$ cat config.mk
export PLATFORM = sky130hd
export DESIGN_NAME = vecadd_unit_flat
export DESIGN_NICKNAME = d
export VERILOG_FILES = /design/src/rtl/vecadd_unit_if.sv /design/src/rtl/vecadd_unit.sv /design/src/flat_wrapper.sv
export SDC_FILE = /design/constraint.sdc
export NUM_CORES = 1
export LEC_CHECK = 0
export ABC_CLOCK_PERIOD_IN_PS = 5000
export CAP_MARGIN = 10
export CORE_MARGIN = 2
export CORE_UTILIZATION = 38
export CTS_CLUSTER_DIAMETER = 150
export CTS_CLUSTER_SIZE = 24
export DETAILED_ROUTE_END_ITERATION = 12
export PLACE_DENSITY = 0.61
export SETUP_SLACK_MARGIN = 0.3
export SLEW_MARGIN = 0
export SYNTH_ARGS = -nofsm -noshare
export SYNTH_HDL_FRONTEND = slang
export SYNTH_SLANG_ARGS = --single-unit
$ cat constraint.sdc
create_clock -name clk -period 5 [get_ports clk]
set_clock_uncertainty 0.1 [all_clocks]
set_input_delay 1 -clock clk [delete_from_list [all_inputs] [get_ports clk]]
set_output_delay 1 -clock clk [all_outputs]
set_load 0.02 [all_outputs]
$ cat src/rtl/vecadd_unit_if.sv
// Execute-stage handshake between the instruction decoder and the packed-lane vector adder.
interface vecadd_unit_if #(
    parameter int unsigned WIDTH  = 32,
    parameter int unsigned LANE_W = 8
);
    localparam int unsigned LANES = WIDTH / LANE_W;

    logic             Start;
    logic [WIDTH-1:0] SrcA;
    logic [WIDTH-1:0] SrcB;
    logic             Stall;
    logic             Busy;
    logic             Done;
    logic [WIDTH-1:0] Result;
    logic [LANES-1:0] CarryMask;

    modport master (
        output Start, SrcA, SrcB,
        input  Stall, Busy, Done, Result, CarryMask
    );

    modport slave (
        input  Start, SrcA, SrcB,
        output Stall, Busy, Done, Result, CarryMask
    );
endinterface

$ cat src/rtl/vecadd_unit.sv
// Multi-cycle packed-lane adder, one lane per cycle LSB first; stalls fetch until the sum is written back.
// Build option: define VECADD_SAT_EN for unsigned saturating lanes (default build wraps).
module vecadd_unit #(
    parameter int unsigned WIDTH  = 32,
    parameter int unsigned LANE_W = 8
) (
    input  logic          clk,
    input  logic          reset,
    vecadd_unit_if.slave  bus
);
    localparam int unsigned LANES = WIDTH / LANE_W;
    localparam int unsigned CW    = (LANES > 1) ? $clog2(LANES) : 1;

    typedef enum logic [1:0] {IDLE, RUN, DONE} state_t;

    state_t            state_q, state_d;
    logic [CW-1:0]     cnt_q, cnt_d;
    logic [WIDTH-1:0]  opa_q, opa_d;
    logic [WIDTH-1:0]  opb_q, opb_d;
    logic [WIDTH-1:0]  result_q, result_d;
    logic [LANES-1:0]  cmask_q, cmask_d;
    logic              done_q, done_d;
    int unsigned       lane_base;
    logic [LANE_W:0]   lane_sum;
    logic [LANE_W-1:0] lane_val;

    // Current lane sum from the latched operands only; lanes never chain carries.
    always_comb begin
        lane_base = 32'(cnt_q) * LANE_W;
        lane_sum  = {1'b0, opa_q[lane_base +: LANE_W]} + {1'b0, opb_q[lane_base +: LANE_W]};
`ifdef VECADD_SAT_EN
        lane_val  = lane_sum[LANE_W] ? {LANE_W{1'b1}} : lane_sum[LANE_W-1:0];
`else
        lane_val  = lane_sum[LANE_W-1:0];
`endif
    end

    // Next-state and datapath updates; Start is only looked at in IDLE.
    always_comb begin
        state_d  = state_q;
        cnt_d    = cnt_q;
        opa_d    = opa_q;
        opb_d    = opb_q;
        result_d = result_q;
        cmask_d  = cmask_q;
        done_d   = 1'b0;
        case (state_q)
            IDLE: begin
                if (bus.Start) begin
                    opa_d    = bus.SrcA;
                    opb_d    = bus.SrcB;
                    result_d = '0;
                    cmask_d  = '0;
                    cnt_d    = '0;
                    state_d  = RUN;
                end
            end
            RUN: begin
                result_d[lane_base +: LANE_W] = lane_val;
                cmask_d[cnt_q]                = lane_sum[LANE_W];
                if (cnt_q == CW'(LANES - 1)) begin
                    cnt_d   = '0;
                    done_d  = 1'b1;
                    state_d = DONE;
                end else begin
                    cnt_d = cnt_q + CW'(1);
                end
            end
            DONE: begin
                state_d = IDLE;
            end
            default: begin
                state_d = IDLE;
            end
        endcase
    end

    always_ff @(posedge clk or posedge reset) begin
        if (reset) begin
            state_q  <= IDLE;
            cnt_q    <= '0;
            opa_q    <= '0;
            opb_q    <= '0;
            result_q <= '0;
            cmask_q  <= '0;
            done_q   <= 1'b0;
        end else begin
            state_q  <= state_d;
            cnt_q    <= cnt_d;
            opa_q    <= opa_d;
            opb_q    <= opb_d;
            result_q <= result_d;
            cmask_q  <= cmask_d;
            done_q   <= done_d;
        end
    end

    // Stall drops in DONE so the PC advances on the writeback edge.
    assign bus.Stall     = ((state_q == IDLE) && bus.Start) || (state_q == RUN);
    assign bus.Busy      = (state_q != IDLE);
    assign bus.Done      = done_q;
    assign bus.Result    = result_q;
    assign bus.CarryMask = cmask_q;
endmodule
$ cat src/flat_wrapper.sv
// flat-port wrapper written by rule: the top's interface ports become plain ports
module vecadd_unit_flat 
#(
    parameter int unsigned WIDTH  = 32,
    parameter int unsigned LANE_W = 8
)
  (clk, reset, bus_Start, bus_SrcA, bus_SrcB, bus_Stall, bus_Busy, bus_Done, bus_Result, bus_CarryMask);
  vecadd_unit_if #(.WIDTH(WIDTH), .LANE_W(LANE_W)) bus_i ();
  input  logic clk;
  input  logic reset;
  input wire logic [$bits(bus_i.Start)-1:0] bus_Start;
  input wire logic [$bits(bus_i.SrcA)-1:0] bus_SrcA;
  input wire logic [$bits(bus_i.SrcB)-1:0] bus_SrcB;
  output wire logic [$bits(bus_i.Stall)-1:0] bus_Stall;
  output wire logic [$bits(bus_i.Busy)-1:0] bus_Busy;
  output wire logic [$bits(bus_i.Done)-1:0] bus_Done;
  output wire logic [$bits(bus_i.Result)-1:0] bus_Result;
  output wire logic [$bits(bus_i.CarryMask)-1:0] bus_CarryMask;
  assign bus_i.Start = bus_Start;
  assign bus_i.SrcA = bus_SrcA;
  assign bus_i.SrcB = bus_SrcB;
  assign bus_Stall = bus_i.Stall;
  assign bus_Busy = bus_i.Busy;
  assign bus_Done = bus_i.Done;
  assign bus_Result = bus_i.Result;
  assign bus_CarryMask = bus_i.CarryMask;
  vecadd_unit #(.WIDTH(WIDTH), .LANE_W(LANE_W)) u_core (.clk(clk), .reset(reset), .bus(bus_i));
endmodule
======== Word level (Yosys, flattened, before mapping) ========
Index checks and enable logic that the tools add are counted.
cells by class
  reductions and logical operators ........ 9
  equal/unequal tests ..................... 4
  shift operators ......................... 4
  muxes and demuxes ....................... 16
  $lt $le $gt $ge ......................... 2
  $add $sub $neg .......................... 3
operators by type and width
  cell                                                   count
  one-hot mux 32 bit (2 select lines)                    1
  variable part select 32 x 6 -> 8 bit                   2
  negator 5 -> 34 bit                                    1
  variable shift 8 x 34 -> 32 bit, first input constant  1
  variable part select 8 x 34 -> 32 bit                  1
  bitwise mux 32 bit                                     1
  2-to-1 mux 32 bit                                      1
  adder 8 x 8 -> 9 bit                                   1
  2-to-1 mux 2 bit                                       4
  one-hot mux 2 bit (2 select lines)                     2
  one-hot mux 4 bit (2 select lines)                     1
  AND reduction 2 bit                                    3
  bitwise mux 4 bit                                      1
  2-to-1 mux 4 bit                                       1
  nonzero test 2 bit                                     2
  < comparator 2 x 3 -> 1 bit, second input constant     1
  2-to-1 mux 1 bit                                       3
  adder 2 x 1 -> 2 bit, second input constant            1
  demux 1 bit (select 2 bit)                             1
  == test 2 x 1 -> 1 bit, second input constant          1
  == test 2 bit, second input constant                   1
  >= comparator 2 x 1 -> 1 bit, second input constant    1
  logical AND 1 bit                                      2
  zero test 2 bit                                        1
  other kinds (3)                                        3
word-level totals
  register bits after elaboration ......... 105
  input port bits ......................... 67

======== Depth between registers and ports, before layout ========
Gate-level depths: netlist (run 1).
  depth in word-level cells ............... 6
  mapped depth ............................ 10
  gate-level depth less buffers ........... 9

======== Least setup slack after synthesis (run 1) ========
No wires, ideal clock.
  path type ............................... reg2reg
  start ................................... register u_core.cnt_q[0]
  end ..................................... register u_core.result_q[6], in the netlist u_core.bus.Result[6]
  clock period less this slack ............ 2.582 ns
  stages on the path, launching flop included .. 11
  setup slack ............................. 2.418 ns
  arrival ................................. 2.361 ns
  buffers on the path ..................... 1
  data required time ...................... 4.779 ns
  library setup time ...................... 0.121 ns
  cells stage by stage .................... dfrtp_1 -> buf_4 -> mux4_2 -> ha_1 -> inv_1 -> fa_1 -> nor2b_1 -> o2111ai_1 -> nand2_1 -> xor2_2 -> a22o_1
on the way
  word-level cells in the longest chain between the ends .. 5
RTL lines
  element                                  line               text
  from (decl)                              vecadd_unit.sv:17  logic [CW-1:0] cnt_q, cnt_d;
  from (signal assigned)                   vecadd_unit.sv:89  cnt_q <= cnt_d;
  variable part select 32 x 6 -> 8 bit     vecadd_unit.sv:30  lane_sum = {1'b0, opa_q[lane_base +: LANE_W]} + {1'b0, opb_q[lane_base +: LANE_W]};
  adder 8 x 8 -> 9 bit                     vecadd_unit.sv:30
  variable part select 8 x 34 -> 32 bit    vecadd_unit.sv:59  result_d[lane_base +: LANE_W] = lane_val;
  bitwise mux 32 bit (*)                   vecadd_unit.sv:59
  one-hot mux 32 bit (2 select lines) (*)  vecadd_unit.sv:47  case (state_q)
  to (signal assigned)                     vecadd_unit.sv:92  result_q <= result_d;
  to (decl)                                vecadd_unit.sv:20  logic [WIDTH-1:0] result_q, result_d;
Mark *: on every way between the ends. The rest lies on a longest branch, timed or not.
A chain may end at the register's enable or synchronous reset.

======== Worst setup path in the final report (run 1) ========
  start ................................... input bus_Start
  end ..................................... output bus_Stall
on the way
  word-level cells in the longest chain between the ends .. 2
RTL lines
  element            line                text
  from (decl)        flat_wrapper.sv:11  input wire logic [$bits(bus_i.Start)-1:0] bus_Start;
  logical AND 1 bit  vecadd_unit.sv:99   assign bus.Stall = ((state_q == IDLE) && bus.Start) || (state_q == RUN);
  logical OR 1 bit   vecadd_unit.sv:99
  to (decl)          flat_wrapper.sv:14  output wire logic [$bits(bus_i.Stall)-1:0] bus_Stall;
Every way passes these cells.

==> results.md, run 1 <==
- Number of max-cap violations: 0
- Avg WL per Cell: 14.8 um
- Setup TNS: 0 ns
- Worst-Margin Slew: 1.02 ns
- Post-synthesis instance total: 461
- Biggest area consumer among synthesized cells: dfrtp_1
- CP Launch Type: primary input
- Yosys warns: 0
- WL final: 10.9 mm
- Die width: 116 um
- Starting Density: 38.4%
- Fin crit share: 67.6%
- Top post-synthesis cells by count: nand2_1, dfrtp_1, a22o_1
- Crit path max fanout: 2
- CP peak stage delay: 0.62 ns
- Setup-failing EPs final: 0
- Remaining DRCs: 0
- Fraction of layout cells with a size suffix above 1: 9.91%
- CTS H-tree lvls: 3
- CP Class: in2out
- Final GP Congestion: 0.828
- Layout area overhead: 31.0%
- Synth unique cells: 44
- Post-Syn Area: 4790 sq um
- Hold Crit Class: reg2reg
- Core area: 12500 sq um
- Post-detail-place hpwl: 8.09 mm
- Seq/Total Area, Yosys: 54.8%
- Vias in the first global route: 3611
- CTS Hold Bufs: 0
- Vias/cell: 4.86
- WP data required: 3.90 ns
- Pre-CTS WS: 1.60 ns
- Asr flop ratio synth: 100%
- Slew headroom: 32.2%
- Mapped Avg Cell Area: 10.4 sq um
- Nets: 640
- Initial antenna violation count: 0
- Clk slew on worst S/H paths: 0.07 ns
- Longest Clk Path Bufs: 2
- Hold EP: u_core.opa_q[15]
- Post-CTS Setup Bufs: 0
- Hold Crit Start: u_core.opa_q[15]
- Ant diodes: 0
- Maximum clock frequency: 296 MHz
- Status: finished clean
- Antenna Violating Nets Remaining: 0
- Synth top area cells: dfrtp_1, nand2_1, mux4_2, a22o_1, ha_1
- Synth top area share: 54.8%
- Worst flop-to-flop path endpoint: u_core.bus.CarryMask[1]
- PostCTS Resize Cnt: 0
- Worst setup margin: 1.62 ns
- Worst reg2reg path depth: 8
- Row count: 41
- Static Leak: 0.00297 uW
- Critical path data arrival time: 2.28 ns
- Fin crit period: 3.38 ns
- Count leader, synth: nand2_1
- First-pass GRT wire length: 18.1 mm
- Critical Path, Cell by Cell: clkdlybuf4s50_1 > nand2_2 > nand2_1 > clkdlybuf4s50_1
- Count of port buffers added during placement: 105
- Worst Setup End Kind: primary output
- Syn_nets: 541
- Cell mode on critical path: clkdlybuf4s50_1
- Die area: 13500 sq um
- Power per cell area: 713 nW/um^2
- All-Layer GR Usage: 17.3%
- Buf/Inv on CP: 2
- Skew-Pair Late Insertion Delay: 0.34 ns
- Number of synthesized flops with an enable pin: 0
- RR Startpoint: u_core.cnt_q[0]
- Clock Tree Root: clkbuf_16
- Final Max Slew Viols: 0
- Total number of vias: 3580
- # clock sinks: 105
- Chip height: 116 um
- GRT Residual Overflow: 0
- CTS tree: done
- DRT iter0 DRCs: 162
- DRT Pass-1 Iters: 5
- Worst R2R Setup Slack: 1.73 ns
- Hold Vio Cnt, Final: 0
- Worst VDD drop: 0.000272 V
- Yosys reg bits: 105
- I/O pin cnt: 106
- Worst hold stages: 2
- Pin count of the biggest net entering global routing: 85
- Critical path's top delay family: buffers and inverters
- Synth Flop Type: dfrtp_1
- Crit-path slowest cell: clkdlybuf4s50_1
- CTS Buf Count: 9
- RSZ-0062 raised after global routing: no
[worst register-to-register path, cell delays in order (launching register included)]
cell       delay [ns]
dfrtp_1          0.76
buf_4            0.39
mux4_2           0.55
ha_1             0.36
nor2b_1          0.18
o2111ai_1        0.22
a21boi_1         0.11
o22ai_1          0.38
o21ai_1          0.11
[logic make-up (layout without fill, tap and decap cells)]
family	Yosys count	count (layout)	synth area share, %
flip-flops	105	105	54.8
AND/OR/NAND/NOR	234	234	19.8
XOR/XNOR	5	5	1.23
multiplexers	16	16	7.52
AO/OA/AOI/OAI	57	57	9.72
adder cells (fa/ha/maj)	13	13	3.55
buffers and inverters	31	135	3.32
[sequential cells by signal, summed over array words and instances (netlist names)]
signal	flops
u_core.bus.CarryMask	4
u_core.bus.Done	1
u_core.bus.Result	32
u_core.cnt_q	2
u_core.opa_q	32
u_core.opb_q	32
u_core.state_q	2
[metal layers]
| metal | up-vias | GRT usage [%] | part of all wire (%) |
|---|---|---|---|
| li1 | 1730 | - | - |
| met1 | 1740 | 24.2 | 47 |
| met2 | 103 | 28.3 | 48 |
| met3 | 7 | 3.11 | 4.5 |
| met4 | 0 | 4.29 | 0.69 |
| met5 | - | 0 | 0 |
[layout by cell type, fill, tap and decap left out, types with 2 or more instances in the layout]
| master | synthesis | routed |
|---|---|---|
| a21o_1 | 3 | 3 |
| a21oi_1 | 2 | 2 |
| a21oi_2 | 3 | 3 |
| a22o_1 | 24 | 24 |
| buf_4 | 9 | 4 |
| clkbuf_16 | 0 | 9 |
| clkdlybuf4s50_1 | 0 | 105 |
| clkinvlp_4 | 0 | 2 |
| dfrtp_1 | 105 | 105 |
| ha_1 | 12 | 12 |
| inv_1 | 9 | 8 |
| inv_6 | 0 | 2 |
| mux4_2 | 16 | 16 |
| nand2_1 | 212 | 211 |
| nand2_2 | 1 | 2 |
| nand2b_1 | 2 | 2 |
| nand4_1 | 2 | 2 |
| nor2_1 | 4 | 4 |
| nor2_2 | 2 | 2 |
| nor2b_1 | 3 | 3 |
| o21ai_0 | 5 | 5 |
| o21ai_1 | 7 | 7 |
| o21ai_2 | 2 | 2 |
| xnor2_1 | 3 | 3 |
| xor2_2 | 2 | 2 |
[power by group]
| group | internal (uW) | switching [uW] |
|---|---|---|
| registers | 1190 | 235 |
| clock network | 406 | 307 |
| logic | 994 | 1340 |
| total | 2590 | 1880 |
[cell type report]
type	count	area (sq um)
Timing Repair Buffer	109	1080
Sequential cell	105	2630
Clock buffer	11	243
Multi-Input combinational cell	325	2010
Tap cell	172	215
Clock inverter	5	62.6
Fill cell	1202	6190
Inverter	10	40.0
[through the flow]
step,hold WS [ns],instance area (sq um),total power [uW],util (%),cells
CTS,0.377,6280,4520,50.4,737
finish,0.373,6280,4470,50.4,737
floorplan,0.340,4790,3090,-,461
detailed placement,0.359,5970,3790,47.9,721
global placement,0.354,5970,3730,47.9,721
global route,0.395,6280,4830,50.4,737
[how the worst max path moves through the flow]
stage                    start                       to  slack [ns]  cells past startpoint
6_report             bus_Start                bus_Stall        1.62                      4
5_1_grt        u_core.cnt_q[0]  u_core.bus.CarryMask[3]        1.50                      8
4_1_cts              bus_Start                bus_Stall        1.60                      4
3_5_place_dp         bus_Start                bus_Stall        1.60                      4
3_3_place_gp         bus_Start                bus_Stall        1.61                      4
2_1_floorplan            reset  u_core.bus.CarryMask[0]        1.14                      1
Power figures use the tool's default switching activity.
==> run 2, diff against run 1 <==
--- a/config.mk
+++ b/config.mk
@@ -5,14 +5,14 @@
 export SDC_FILE = /design/constraint.sdc
 export NUM_CORES = 1
 export LEC_CHECK = 0
-export ABC_CLOCK_PERIOD_IN_PS = 5000
+export ABC_CLOCK_PERIOD_IN_PS = 3000
 export CAP_MARGIN = 10
 export CORE_MARGIN = 2
 export CORE_UTILIZATION = 38
 export CTS_CLUSTER_DIAMETER = 150
 export CTS_CLUSTER_SIZE = 24
 export DETAILED_ROUTE_END_ITERATION = 12
-export PLACE_DENSITY = 0.61
+export PLACE_DENSITY = 0.63
 export SETUP_SLACK_MARGIN = 0.3
 export SLEW_MARGIN = 0
 export SYNTH_ARGS = -nofsm -noshare
==> constraint.sdc (replaced) <==
create_clock -name clk -period 3 [get_ports clk]
set_clock_uncertainty 0.1 [all_clocks]
set_input_delay 0.6 -clock clk [delete_from_list [all_inputs] [get_ports clk]]
set_output_delay 0.6 -clock clk [all_outputs]
set_load 0.02 [all_outputs]
==> run 2 against run 1 <==
Effect of this change: total power grew 74%; highest routed layer unchanged; core utilization grew 1.1 points; setup slack lost 1.2 ns.
==> results.md, run 2 (synthesized netlist as in run 1, its figures left out) <==
- Status: finished clean
- Fraction of layout cells with a size suffix above 1: 12.9% (+3.0 points)
- Hold Vio Cnt, Final: 0 (unchanged)
- Layout area overhead: 34.0%
- CP Depth: 4 (unchanged)
- CP peak stage delay: 0.63 ns (about the same)
- Longest Clk Path Bufs: 2 (unchanged)
- Row count: 41 (unchanged)
- Static Leak: 0.00301 uW (+1.4%)
- Die area: 13500 sq um (unchanged)
- Pin count of the biggest net entering global routing: 106 (+25%)
- Hold Crit Class: reg2reg
- Buf/Inv on CP: 2 (unchanged)
- Setup-failing EPs final: 0 (unchanged)
- CTS Hold Bufs: 0 (unchanged)
- Chip height: 116 um (unchanged)
- Setup TNS: 0 ns (unchanged)
- Worst setup margin: 0.398 ns (-1.22 ns)
- DRT iter0 DRCs: 282 (+74%)
- CP Class: in2out
- WP data required: 2.30 ns (-1.60 ns)
- GRT Residual Overflow: 0 (unchanged)
- Remaining DRCs: 0 (unchanged)
- Starting Density: 38.4% (unchanged)
- I/O pin cnt: 106 (unchanged)
- Worst Setup End Kind: primary output
- Power per cell area: 1210 nW/um^2 (+70%)
- RR Startpoint: u_core.cnt_q[0]
- CP Launch Type: primary input
- All-Layer GR Usage: 17.6% (+0.26 points)
- WL final: 11.1 mm (+1.8%)
- Nets: 647 (+1.1%)
- Most frequent cells in the layout: nand2_1, clkdlybuf4s50_1, dfrtp_1, a22o_1, mux4_2
- Crit-path slowest cell: clkdlybuf4s50_1
- Cell mode on critical path: clkdlybuf4s50_1
- First-pass GRT wire length: 18.3 mm (+1.1%)
- CTS H-tree lvls: 3 (unchanged)
- Count of port buffers added during placement: 105 (unchanged)
- Maximum clock frequency: 384 MHz
- Pre-CTS WS: 0.262 ns (-1.34 ns)
- Core area: 12500 sq um (unchanged)
- Post-detail-place hpwl: 8.31 mm (+2.7%)
- Vias/cell: 4.88 (+0.36%)
- Worst VDD drop: 0.000489 V (+80%)
- Worst R2R Setup Slack: 0.40 ns (-1.33 ns)
- Commonest non-fill, non-tap cell in the layout: nand2_1
- Antenna Violating Nets Remaining: 0 (unchanged)
- Worst reg2reg path depth: 7 (-1)
- FF/Latch Area: 2630 sq um (about the same)
- Skew-Pair Late Insertion Delay: 0.35 ns (about the same)
- Final GP Congestion: 0.861 (+4.0%)
- Clk slew on worst S/H paths: 0.07 ns (about the same)
- CTS tree: done
- Number of max-cap violations: 0 (unchanged)
- Slew headroom: 58.9% (+27 points)
- Vias in the first global route: 3632 (+0.58%)
- Fin crit period: 2.60 ns
- Filler Cell Count: 1101 (-8.4%)
- # clock sinks: 105 (unchanged)
- DRT Pass-1 Iters: 4 (-1)
- Critical path's top delay family: buffers and inverters
- Crit path capture: bus_Stall
- Avg WL per Cell: 15.0 um (+0.88%)
- RSZ-0062 raised after global routing: no
- Fin crit share: 86.7%
- Ant diodes: 0 (unchanged)
- Final Max Slew Viols: 0 (unchanged)
- Clock Tree Root: clkbuf_16
- CTS Buf Count: 9 (unchanged)
- Worst-Margin Slew: 0.617 ns (-0.400 ns)
- Critical path origin: bus_Start
- Crit path max fanout: 2 (unchanged)
- Die width: 116 um (unchanged)
- Critical Path, Cell by Cell: clkdlybuf4s50_1 > nand2_2 > nand2_1 > clkdlybuf4s50_1
- Critical path data arrival time: 1.90 ns (-0.38 ns)
- Total number of vias: 3627 (+1.3%)
- Worst flop-to-flop path endpoint: u_core.bus.Result[15]
- Initial antenna violation count: 0 (unchanged)
- Area of the multi-input gates: 2070 sq um (+3.3%)
## run 2: cell types whose count changed in the layout (fill, tap and decap cells not counted), sizes merged
cell and change:
buf +7, bufinv -1, clkinvlp +1, clkinv +1
clkbuf -1
## run 2: routing by layer
layer / part of all wire (%) / wire (um) / track usage [%] / vias to the layer above
met2: 46 / 5170 / 27.6 / 102
li1: - / - / - / 1747
met5: 0 / 0 / 0 / -
met3: 4.8 / 534 / 3.01 / 15
met1: 47 / 5190 / 25.0 / 1763
met4: 2.1 / 235 / 5.87 / 0
## run 2: stage by stage
step	total power, uW	util, %	instance area [sq um]	hold WS (ns)	cells
2_1_floorplan	5150	-	4790	0.340	461
3_5_place_dp	6390	48.4	6030	0.363	725
5_1_grt	8350	51.5	6420	0.397	744
3_3_place_gp	6270	48.4	6030	0.354	725
6_report	7790	51.5	6420	0.376	744
4_1_cts	7520	50.6	6310	0.379	741
## run 2: how the worst min path moves through the flow
| stage | start | to | slack [ns] | cells past startpoint |
|---|---|---|---|---|
| 6_report | u_core.opb_q[23] | u_core.opb_q[23] | 0.38 | 2 |
| 5_1_grt | u_core.opb_q[30] | u_core.opb_q[30] | 0.40 | 2 |
| 4_1_cts | u_core.opb_q[20] | u_core.opb_q[20] | 0.38 | 2 |
| 3_5_place_dp | u_core.opa_q[14] | u_core.opa_q[14] | 0.36 | 2 |
| 3_3_place_gp | u_core.opb_q[14] | u_core.opb_q[14] | 0.35 | 2 |
| 2_1_floorplan | u_core.opa_q[16] | u_core.opa_q[16] | 0.34 | 2 |
## run 2: what timing repair did
action | CTS | global route
resized for setup | 1 | 17
pin swaps | 0 | 2
endpoints found under the setup margin | 12 | 16
setup buffers | 0 | 3
## run 2: report_power, final
part	switching, uW	leakage (uW)	internal, uW
sequential	355	0.00135	1990
clock	536	0.000130	574
combinational	2420	0.00153	1920
## run 2: layout make-up
| class | count | share of cell area (%) |
|---|---|---|
| sequential | 105 | 41.0 |
| multi-input combinational | 325 | 32.3 |
| timing repair buffer | 116 | 18.4 |
| clock buffer | 10 | 3.57 |
| tap | 172 | 3.35 |
| clock inverter | 6 | 0.780 |
| inverter | 10 | 0.643 |
## run 2: tightest hold or removal path: cells and delay by family (launching register included)
kind             cells  cell delay, ns
DFF                  1            0.34
and+or+nand+nor      2            0.10
==> run 3, diff against run 2 <==
==> constraint.sdc (replaced) <==
create_clock -name clk -period 3 [get_ports clk]
set_clock_uncertainty 0.1 [all_clocks]
set_input_delay 0.6 -clock clk [delete_from_list [all_inputs] [get_ports clk]]
set_output_delay 0.6 -clock clk [all_outputs]
set_load 0.1 [all_outputs]
==> run 3 against run 2 <==
Effect of this change: core utilization shrank 0.81 points; setup slack got worse by 0.015 ns; sequential share of layout area is 0.66 points higher; register-to-register slack got worse by 0.02 ns; critical path depth grew 4; flip-flop and latch count stayed put; worst hold slack lost 0.00073 ns; non-clock buffer count stayed put; die area did not move; cell area down 1.6%; global-route usage is 0.40 points lower; critical endpoint is now u_core.bus.Result[22].
==> results.md, run 3 (synthesized netlist as in run 1, its figures left out) <==
- Status: finished clean
- Worst Setup End Kind: flop
- Most frequent cells in the layout: nand2_1, dfrtp_1, clkdlybuf4s50_1, buf_4, a22o_1
- Final GP Congestion: 0.841 (-2.3%)
- Chip height: 116 um (unchanged)
- Critical path data arrival time: 2.75 ns (+0.85 ns)
- Die area: 13500 sq um (unchanged)
- Initial antenna violation count: 0 (unchanged)
- Starting Density: 38.4% (unchanged)
- Hold Crit Start: u_core.opb_q[8]
- CP Launch Type: flop
- CTS tree: done
- Hold Crit Class: reg2reg
- Worst hold stages: 2 (unchanged)
- Worst reg2reg path depth: 8 (+1)
- Clock Tree Root: clkbuf_16
- Placed cells: 725 (unchanged)
- Post-detail-place hpwl: 8.11 mm (-2.4%)
- Antenna Violating Nets Remaining: 0 (unchanged)
- Hold Vio Cnt, Final: 0 (unchanged)
- Fin crit period: 2.62 ns (+0.0152 ns)
- Setup-failing EPs final: 0 (unchanged)
- First-pass GRT wire length: 17.9 mm (-2.3%)
- RSZ-0062 raised after global routing: no
- WP data required: 3.13 ns (+0.83 ns)
- RR Startpoint: u_core.cnt_q[0]
- Longest Clk Path Bufs: 2 (unchanged)
- Setup TNS: 0 ns (unchanged)
- Worst flop-to-flop path endpoint: u_core.bus.Result[22]
- Fraction of layout cells with a size suffix above 1: 19.4% (+6.5 points)
- Hold EP: u_core.opb_q[8]
- Vias in the first global route: 3547 (-2.3%)
- DRT Pass-1 Iters: 4 (unchanged)
- Final Hold Slack: 0.375 ns (-0.000731 ns)
- GRT Residual Overflow: 0 (unchanged)
- Crit path max fanout: 5 (+3)
- Nets: 647 (unchanged)
- All-Layer GR Usage: 17.2% (-0.40 points)
- WL final: 11.2 mm (+0.29%)
- Worst-Margin Slew: 0.636 ns (+0.0188 ns)
- # clock sinks: 105 (unchanged)
- Worst R2R Setup Slack: 0.38 ns (-0.02 ns)
- I/O pin cnt: 106 (unchanged)
- Non-filler instance count after layout: 744 (unchanged)
- Skew-Pair Late Insertion Delay: 0.34 ns (about the same)
- Filler Cell Count: 1145 (+4.0%)
- Clk slew on worst S/H paths: 0.07 ns (about the same)
- Remaining DRCs: 0 (unchanged)
- Fin crit share: 87.3% (+0.51 points)
- Avg WL per Cell: 15.0 um (+0.29%)
- Slew headroom: 57.6% (-1.3 points)
- Total number of vias: 3542 (-2.3%)
- CP Class: reg2reg
- Ant diodes: 0 (unchanged)
- CTS H-tree lvls: 3 (unchanged)
- CTS Buf Count: 9 (unchanged)
- Die width: 116 um (unchanged)
- Maximum clock frequency: 382 MHz (-0.58%)
- Vias/cell: 4.76 (-2.3%)
- DRT iter0 DRCs: 189 (-33%)
- Count of port buffers added during placement: 105 (unchanged)
- Pin count of the biggest net entering global routing: 106 (unchanged)
- Number of max-cap violations: 0 (unchanged)
- Commonest non-fill, non-tap cell in the layout: nand2_1
- Layout area overhead: 31.8%
- Final Max Slew Viols: 0 (unchanged)
- Core area: 12500 sq um (unchanged)
- Row count: 41 (unchanged)
run 3: worst max path at each step:
stage                     depth (start not counted)            start                 endpoint  slack [ns]
after floorplan                                  10  u_core.cnt_q[0]    u_core.bus.Result[14]        0.42
after global placement                           10  u_core.cnt_q[0]  u_core.bus.CarryMask[3]        0.37
after detailed placement                         10  u_core.cnt_q[0]  u_core.bus.CarryMask[1]        0.27
after CTS                                        10  u_core.cnt_q[0]    u_core.bus.Result[22]        0.32
after global routing                              8  u_core.cnt_q[0]    u_core.bus.Result[22]        0.27
final                                             8  u_core.cnt_q[0]    u_core.bus.Result[22]        0.38
run 3: metal layers:
layer / global-route usage (%) / wire length [um]
met5: 0 / 0
met4: 6.59 / 204
met3: 2.96 / 507
met2: 27.1 / 5230
met1: 23.9 / 5230
run 3: what timing repair did:
action / 4_1_cts / 5_1_grt
endpoints found under the setup margin: 10 / 16
pin swaps: 0 / 1
hold buffers: 0 / 0
gates resized for setup: 2 / 10
cloned: 0 / 1
buffers inserted: 0 / 2
run 3: per-stage QoR:
stage	area (sq um)	util (%)	setup slack [ns]
finish	6320	50.7	0.382
global route	6320	50.7	0.274
CTS	6230	50.0	0.320
detailed placement	5930	47.6	0.265
global placement	5930	47.6	0.373
floorplan	4790	-	0.417
run 3: cell type report:
class	count	area [sq um]	share of cell area [%]
inverters	10	41.3	0.654
flip-flops and latches	105	2630	41.6
multi-input cells	325	2050	32.4
clock buffers	11	253	4.00
well taps	172	215	3.41
clock inverters	5	37.5	0.594
repair buffers	116	1090	17.3
run 3: critical path, cell delays in order, from the launching register on:
cell,delay (ns)
dfrtp_2,0.43
clkbuf_16,0.17
mux4_2,0.50
ha_1,0.36
a21o_1,0.20
a21oi_1,0.23
nand2_1,0.12
xor2_2,0.18
a22o_1,0.22
Power of run 3 is left out: the tool's default activity adds up to more than one toggle a clock period on the data nets, which glitch-free logic cannot reach.
